### config.mk
export PLATFORM = sky130hd
export DESIGN_NAME = alu_control_mc
export DESIGN_NICKNAME = d
export VERILOG_FILES = /design/src/rtl/alu_ctrl_pkg.sv /design/src/rtl/alu_md_seq.sv /design/src/rtl/alu_control_mc.sv
export SDC_FILE = /design/constraint.sdc
export NUM_CORES = 1
export LEC_CHECK = 0
export CAP_MARGIN = 20
export CORE_UTILIZATION = 45
export DETAILED_ROUTE_END_ITERATION = 10
export GPL_ROUTABILITY_DRIVEN = 0
export PLACE_DENSITY = 0.73
export SYNTH_ARGS = -nofsm -noshare
export SYNTH_HDL_FRONTEND = slang
export SYNTH_SLANG_ARGS = --single-unit
### constraint.sdc
create_clock -name clk -period 2 [get_ports clk]
set_input_delay 0.4 -clock clk [delete_from_list [all_inputs] [get_ports clk]]
set_output_delay 0.4 -clock clk [all_outputs]
set_load 0.02 [all_outputs]
### src/rtl/alu_ctrl_pkg.sv
// Shared encodings for the ALU control block: operation codes, func fields, md_op, FSM states.
// Latency: none (declarations only).
// Backpressure: not applicable.
package alu_ctrl_pkg;

    // ALU operation codes (4-bit core; zero-extended to OP_W at the top level)
    localparam logic [3:0] OP_AND  = 4'b0000;
    localparam logic [3:0] OP_OR   = 4'b0001;
    localparam logic [3:0] OP_ADD  = 4'b0010;
    localparam logic [3:0] OP_XOR  = 4'b0011;
    localparam logic [3:0] OP_SUB  = 4'b0110;
    localparam logic [3:0] OP_SLT  = 4'b0111;
    localparam logic [3:0] OP_SLL  = 4'b1000;
    localparam logic [3:0] OP_SRL  = 4'b1001;
    localparam logic [3:0] OP_SRA  = 4'b1010;
    localparam logic [3:0] OP_NOR  = 4'b1100;
    localparam logic [3:0] OP_PASS = 4'b1111;

    // Main-decoder classes
    localparam logic [1:0] ALUOP_ADD   = 2'b00;
    localparam logic [1:0] ALUOP_SUB   = 2'b01;
    localparam logic [1:0] ALUOP_RTYPE = 2'b10;
    localparam logic [1:0] ALUOP_ORI   = 2'b11;

    // R-type function fields
    localparam logic [5:0] FN_SLL   = 6'h00;
    localparam logic [5:0] FN_SRL   = 6'h02;
    localparam logic [5:0] FN_SRA   = 6'h03;
    localparam logic [5:0] FN_MFHI  = 6'h10;
    localparam logic [5:0] FN_MFLO  = 6'h12;
    localparam logic [5:0] FN_MULT  = 6'h18;
    localparam logic [5:0] FN_MULTU = 6'h19;
    localparam logic [5:0] FN_DIV   = 6'h1A;
    localparam logic [5:0] FN_DIVU  = 6'h1B;
    localparam logic [5:0] FN_ADD   = 6'h20;
    localparam logic [5:0] FN_ADDU  = 6'h21;
    localparam logic [5:0] FN_SUB   = 6'h22;
    localparam logic [5:0] FN_SUBU  = 6'h23;
    localparam logic [5:0] FN_AND   = 6'h24;
    localparam logic [5:0] FN_OR    = 6'h25;
    localparam logic [5:0] FN_XOR   = 6'h26;
    localparam logic [5:0] FN_NOR   = 6'h27;
    localparam logic [5:0] FN_SLT   = 6'h2A;

    // md_op encoding (equals func[1:0] of the mult/div group)
    localparam logic [1:0] MD_MULT  = 2'b00;
    localparam logic [1:0] MD_MULTU = 2'b01;
    localparam logic [1:0] MD_DIV   = 2'b10;
    localparam logic [1:0] MD_DIVU  = 2'b11;

    typedef enum logic [1:0] {
        S_IDLE = 2'b00,
        S_RUN  = 2'b01,
        S_DONE = 2'b10
    } md_state_t;

endpackage

### src/rtl/alu_md_seq.sv
// Mult/div sequencer: accepts a request when idle, counts MD_LAT cycles, then pulses hilo_we.
// Latency: md_start same cycle as accept; hilo_we MD_LAT+1 cycles after accept.
// Backpressure: requests are only accepted in IDLE; the top level stalls the requester otherwise.
// Ports: clk, rst (sync, high); md_req/md_func in; md_start, md_op, md_busy, hilo_we out.
module alu_md_seq
    import alu_ctrl_pkg::*;
#(
    parameter int MD_LAT = 32
) (
    input  logic       clk,
    input  logic       rst,
    input  logic       md_req,
    input  logic [1:0] md_func,
    output logic       md_start,
    output logic [1:0] md_op,
    output logic       md_busy,
    output logic       hilo_we
);

    localparam int CNT_W = $clog2(MD_LAT);

    md_state_t        state, state_nxt;
    logic [CNT_W-1:0] cnt, cnt_nxt;
    logic [1:0]       md_op_nxt;

    always_ff @(posedge clk) begin
        if (rst) begin
            state <= S_IDLE;
            cnt   <= '0;
            md_op <= MD_MULT;
        end else begin
            state <= state_nxt;
            cnt   <= cnt_nxt;
            md_op <= md_op_nxt;
        end
    end

    always_comb begin
        state_nxt = state;
        cnt_nxt   = cnt;
        md_op_nxt = md_op;
        md_start  = 1'b0;
        hilo_we   = 1'b0;
        case (state)
            S_IDLE: begin
                if (md_req) begin
                    md_start  = 1'b1;
                    md_op_nxt = md_func;
                    cnt_nxt   = CNT_W'(MD_LAT - 1);
                    state_nxt = S_RUN;
                end
            end
            S_RUN: begin
                // cnt runs MD_LAT-1 down to 0, so RUN lasts exactly MD_LAT cycles
                if (cnt == '0) begin
                    state_nxt = S_DONE;
                end else begin
                    cnt_nxt = cnt - 1'b1;
                end
            end
            S_DONE: begin
                hilo_we   = 1'b1;
                state_nxt = S_IDLE;
            end
            default: state_nxt = S_IDLE;
        endcase
        // a start issued during reset would be lost by the datapath
        if (rst) begin
            md_start = 1'b0;
        end
    end

    assign md_busy = (state != S_IDLE);

endmodule

### src/rtl/alu_control_mc.sv
// ALU control with multi-cycle mult/div sequencing and HI/LO hazard stall.
// Latency: operation combinational; mult/div result write MD_LAT+1 cycles after accept.
// Backpressure: stall asserted for mult/div or mfhi/mflo while the unit is busy (incl. DONE).
// Ports: clk, rst, valid_in, ALUOp[1:0], func[5:0] in; operation[OP_W-1:0], md_start, md_op, stall, hilo_we, md_busy out.
module alu_control_mc
    import alu_ctrl_pkg::*;
#(
    parameter int OP_W   = 4,
    parameter int MD_LAT = 32
) (
    input  logic            clk,
    input  logic            rst,
    input  logic            valid_in,
    input  logic [1:0]      ALUOp,
    input  logic [5:0]      func,
    output logic [OP_W-1:0] operation,
    output logic            md_start,
    output logic [1:0]      md_op,
    output logic            stall,
    output logic            hilo_we,
    output logic            md_busy
);

    logic [3:0] op4;
    logic       is_rtype;
    logic       md_req;
    logic       hi_rd;

    always_comb begin
        op4 = OP_AND;
        case (ALUOp)
            ALUOP_ADD: op4 = OP_ADD;
            ALUOP_SUB: op4 = OP_SUB;
            ALUOP_ORI: op4 = OP_OR;
            default: begin
                case (func)
                    FN_ADD, FN_ADDU:              op4 = OP_ADD;
                    FN_SUB, FN_SUBU:              op4 = OP_SUB;
                    FN_AND:                       op4 = OP_AND;
                    FN_OR:                        op4 = OP_OR;
                    FN_XOR:                       op4 = OP_XOR;
                    FN_NOR:                       op4 = OP_NOR;
                    FN_SLT:                       op4 = OP_SLT;
                    FN_SLL:                       op4 = OP_SLL;
                    FN_SRL:                       op4 = OP_SRL;
                    FN_SRA:                       op4 = OP_SRA;
                    FN_MFHI, FN_MFLO,
                    FN_MULT, FN_MULTU,
                    FN_DIV, FN_DIVU:              op4 = OP_PASS;
                    default:                      op4 = OP_AND;
                endcase
            end
        endcase
    end

    assign operation = OP_W'(op4);

    assign is_rtype = valid_in && (ALUOp == ALUOP_RTYPE);
    // 0x18..0x1B share func[5:2] = 4'b0110
    assign md_req   = is_rtype && (func[5:2] == 4'b0110);
    assign hi_rd    = is_rtype && ((func == FN_MFHI) || (func == FN_MFLO));
    assign stall    = (md_req || hi_rd) && md_busy;

    alu_md_seq #(
        .MD_LAT (MD_LAT)
    ) u_seq (
        .clk      (clk),
        .rst      (rst),
        .md_req   (md_req),
        .md_func  (func[1:0]),
        .md_start (md_start),
        .md_op    (md_op),
        .md_busy  (md_busy),
        .hilo_we  (hilo_we)
    );

endmodule

==> metrics.txt <==
antenna viol nets, final=0; Worst-path clk slew=0.06 ns; worst-case reg-to-reg path depth=6; Sw Share=about 28%; First-pass DRT Iterations=4; post-synthesis cell type count=32; Routed wire per std cell=~13 um; dpl ws=-0.8513 ns; end of the worst register-to-register path=u_seq.cnt[0]; RSZ-0062 raised after global routing=no; Hold Crit Class=reg2reg; NetSw=between 0.0001 and 0.00015 W; clk sinks=9; Critical Path Start Type=input port; H-tree depth=1; total power=~0.00043 W; fin nets=approximately 130; VDD IR max=roughly 330 uV; vias in the first global route=644; Setup crit end kind=output pin; final setup fails=0; status=complete, no violations; Req. time, crit path=about 1.6 ns; Post-Syn Area=between 700 and 800 um2; Top Ports=21; Ys Warns=0; Worst path max stage delay=roughly 0.45 ns; WL final=~1.7 mm; Min-Delay Startpoint=u_seq.cnt[1]; reg-to-reg startpoint=u_seq.cnt[0]; layout cells sized above 1=between 30% and 40%; Worst Path Buf+Inv=3; period utilisation layout=96.32%; critical path class=in2out; total track usage=about a fifth; Syn Inst Count=85; DIE AREA=~1700 um2; worst path arrival time=about 1.5 ns; fin crit period=1.926 ns; Residual DRC=0; Crit Path Max Fanout=3; combinational fraction of design power=between 20% and 30%; initial antenna violation count=0; post-synthesis sequential area ratio=25.62%; clk buf depth=2; pwr/cell area=~430 nW/um2; worst clock skew=~0.0011 ns; CP Launch Point=ALUOp[0]; FF-to-FF setup slack=between 0.4 and 0.5 ns; Seq cells post-synth=9; Core ar.=1383 um2; grt total ovfl=0; Hold Path End=u_seq.cnt[1]; Hold Path Cell Cnt=2; crit path cell chain=clkdlybuf4s50_1, buf_4, o311ai_1, buf_2; Final Hold Viols=0; synth top area cells=dfxtp_1, ha_1, nor2_1; CP delay by family, top=buffers and inverters; Lkg Pwr=around 0.45 nW; Layout area overhead=43.95%; Avg Cell Area, Syn=8.273 um2; CTS tree=yes; Syn Nets=101; global-route wire length before repair=around 2.6 mm; share of power burned in registers=roughly two fifths; P_int=~0.00031 W; die height=between 40 and 50 um; largest net degree at the start of global routing=11; PortBufs=20; leading area contributor after synthesis=dfxtp_1; initial core utilization=50.86%; Die Wd=41.53 um; pins over their slew limit=0; Rel. slew slack=78.08%; fin worst setup slack=between 0.07 and 0.08 ns; DR vias=around 700; dpl hpwl=~1.3 mm; final core utilization=73.21%; CTS Buf Count=3; FP Rows=13; actual slew at the worst max-slew pin=between 0.3 and 0.4 ns; TNS Setup=0 ns; drt initial violations=10; Vias per Instance=between 5 and 6; fmax=~520 MHz; clock power share=around a third; number of max-cap violations=0; Clk Tree Root Cell=clkbuf_4; share of the synthesized area in the top cell type=25.62%; hold_buf cts=0; ANT cells=0; Critical-path top delay cell=clkdlybuf4s50_1; Clk Latency, worst-skew pair=roughly 0.26 ns
==> synthesized netlist by cell type <==
cell / n
and2_4: 1
nor3b_1: 1
nand4_4: 1
a31o_2: 1
a21oi_1: 3
buf_2: 1
a21boi_0: 1
nor2b_1: 3
nand3_1: 4
o21ai_0: 3
o311ai_0: 1
or4b_4: 1
nor3_1: 5
a22o_1: 2
a31oi_1: 1
and4bb_4: 1
inv_1: 8
mux2i_1: 3
a221oi_2: 2
nor4b_1: 1
and2b_1: 1
ha_1: 5
buf_6: 1
and3_1: 1
nor2_1: 9
nand2_1: 6
a211oi_1: 1
dfxtp_1: 9
nand2b_1: 3
xnor2_1: 3
clkbuf_1: 1
nand4b_1: 1
==> sequential cells by signal (all words and copies together) (netlist names) <==
register     cells
u_seq.cnt        5
u_seq.md_op      2
u_seq.state      2
==> cells by family after synthesis <==
logic type	count (synthesis)	share of synthesized area, %
fa+ha+maj	5	8.897
simple gates	39	33.81
compound gates	15	16.55
xor+xnor	3	3.737
mux	3	4.271
flops	9	25.62
buf+inv	11	7.116
==> power groups by stage <==
stage | logic (W) | registers, W | clock network [W]
2_1_floorplan | 0.0000550 | 0.000185 | 0
3_3_place_gp | 0.000107 | 0.000185 | 0
3_5_place_dp | 0.000108 | 0.000185 | 0
4_1_cts | 0.000109 | 0.000181 | 0.000146
5_1_grt | 0.000122 | 0.000181 | 0.000153
6_report | 0.000112 | 0.000181 | 0.000141
==> cells in the final DEF, fill, tap and decap left out, drive strengths merged, types with 2 or more instances in the layout <==
cell type	Yosys	final
inv	8	8
ha	5	5
a22o	2	2
nor2b	3	3
nand2b	3	3
dfxtp	9	9
dlygate4sd2	0	4
a221oi	2	2
nor3	5	5
nor2	9	9
clkbuf	1	4
a21oi	3	3
nand2	6	6
xnor2	3	3
clkdlybuf4s50	0	8
buf	2	19
nand3	4	4
mux2i	3	3
o21ai	3	3
==> what timing repair did <==
action,4_1_cts,5_1_grt
pin swaps,1,0
buffers inserted,2,0
setup endpoints to repair,6,4
resized for setup,48,7
==> worst reg2reg max path, cell delays in order, from the launching register on <==
cell and delay [ns]:
dfxtp_1 0.31, inv_1 0.09, ha_1 0.20, or4b_4 0.49
nand2_1 0.12, and2_4 0.19, a211oi_1 0.08
==> final cells by class <==
| class | instances | area (um2) |
|---|---|---|
| clock buffer | 4 | 26.28 |
| fill | 115 | 370.4 |
| inverter | 8 | 30.03 |
| multi-input combinational | 65 | 510.5 |
| sequential | 9 | 180.2 |
| tap | 15 | 18.77 |
| timing repair buffer | 31 | 246.5 |
==> worst max-delay path by stage <==
stage / end / slack, ns / cells after the start
after floorplan: operation[1] / 0.01 / 4
after global placement: operation[1] / -0.76 / 6
after detailed placement: operation[2] / -0.85 / 8
after CTS: operation[0] / 0.02 / 8
after global routing: operation[0] / 0.01 / 8
final: operation[1] / 0.07 / 4
==> routing by layer <==
metal	track usage (%)	share of wire [%]	vias up
li1	-	-	362
met1	23.12	44	315
met2	33.75	47	23
met3	4.783	6.3	4
met4	8.387	1.8	0
met5	0	0	-
==> metrics by stage <==
| step | hold WS [ns] | instances | area (um2) |
|---|---|---|---|
| after floorplan | 0.4453 | 85 | 703.2 |
| after global placement | 0.4607 | 126 | 969.7 |
| after detailed placement | 0.4607 | 126 | 969.7 |
| after CTS | 0.4716 | 132 | 1013 |
| after global routing | 0.5108 | 132 | 1012 |
| final | 0.4694 | 132 | 1012 |
Note: power is estimated with default switching activity, not from simulation.
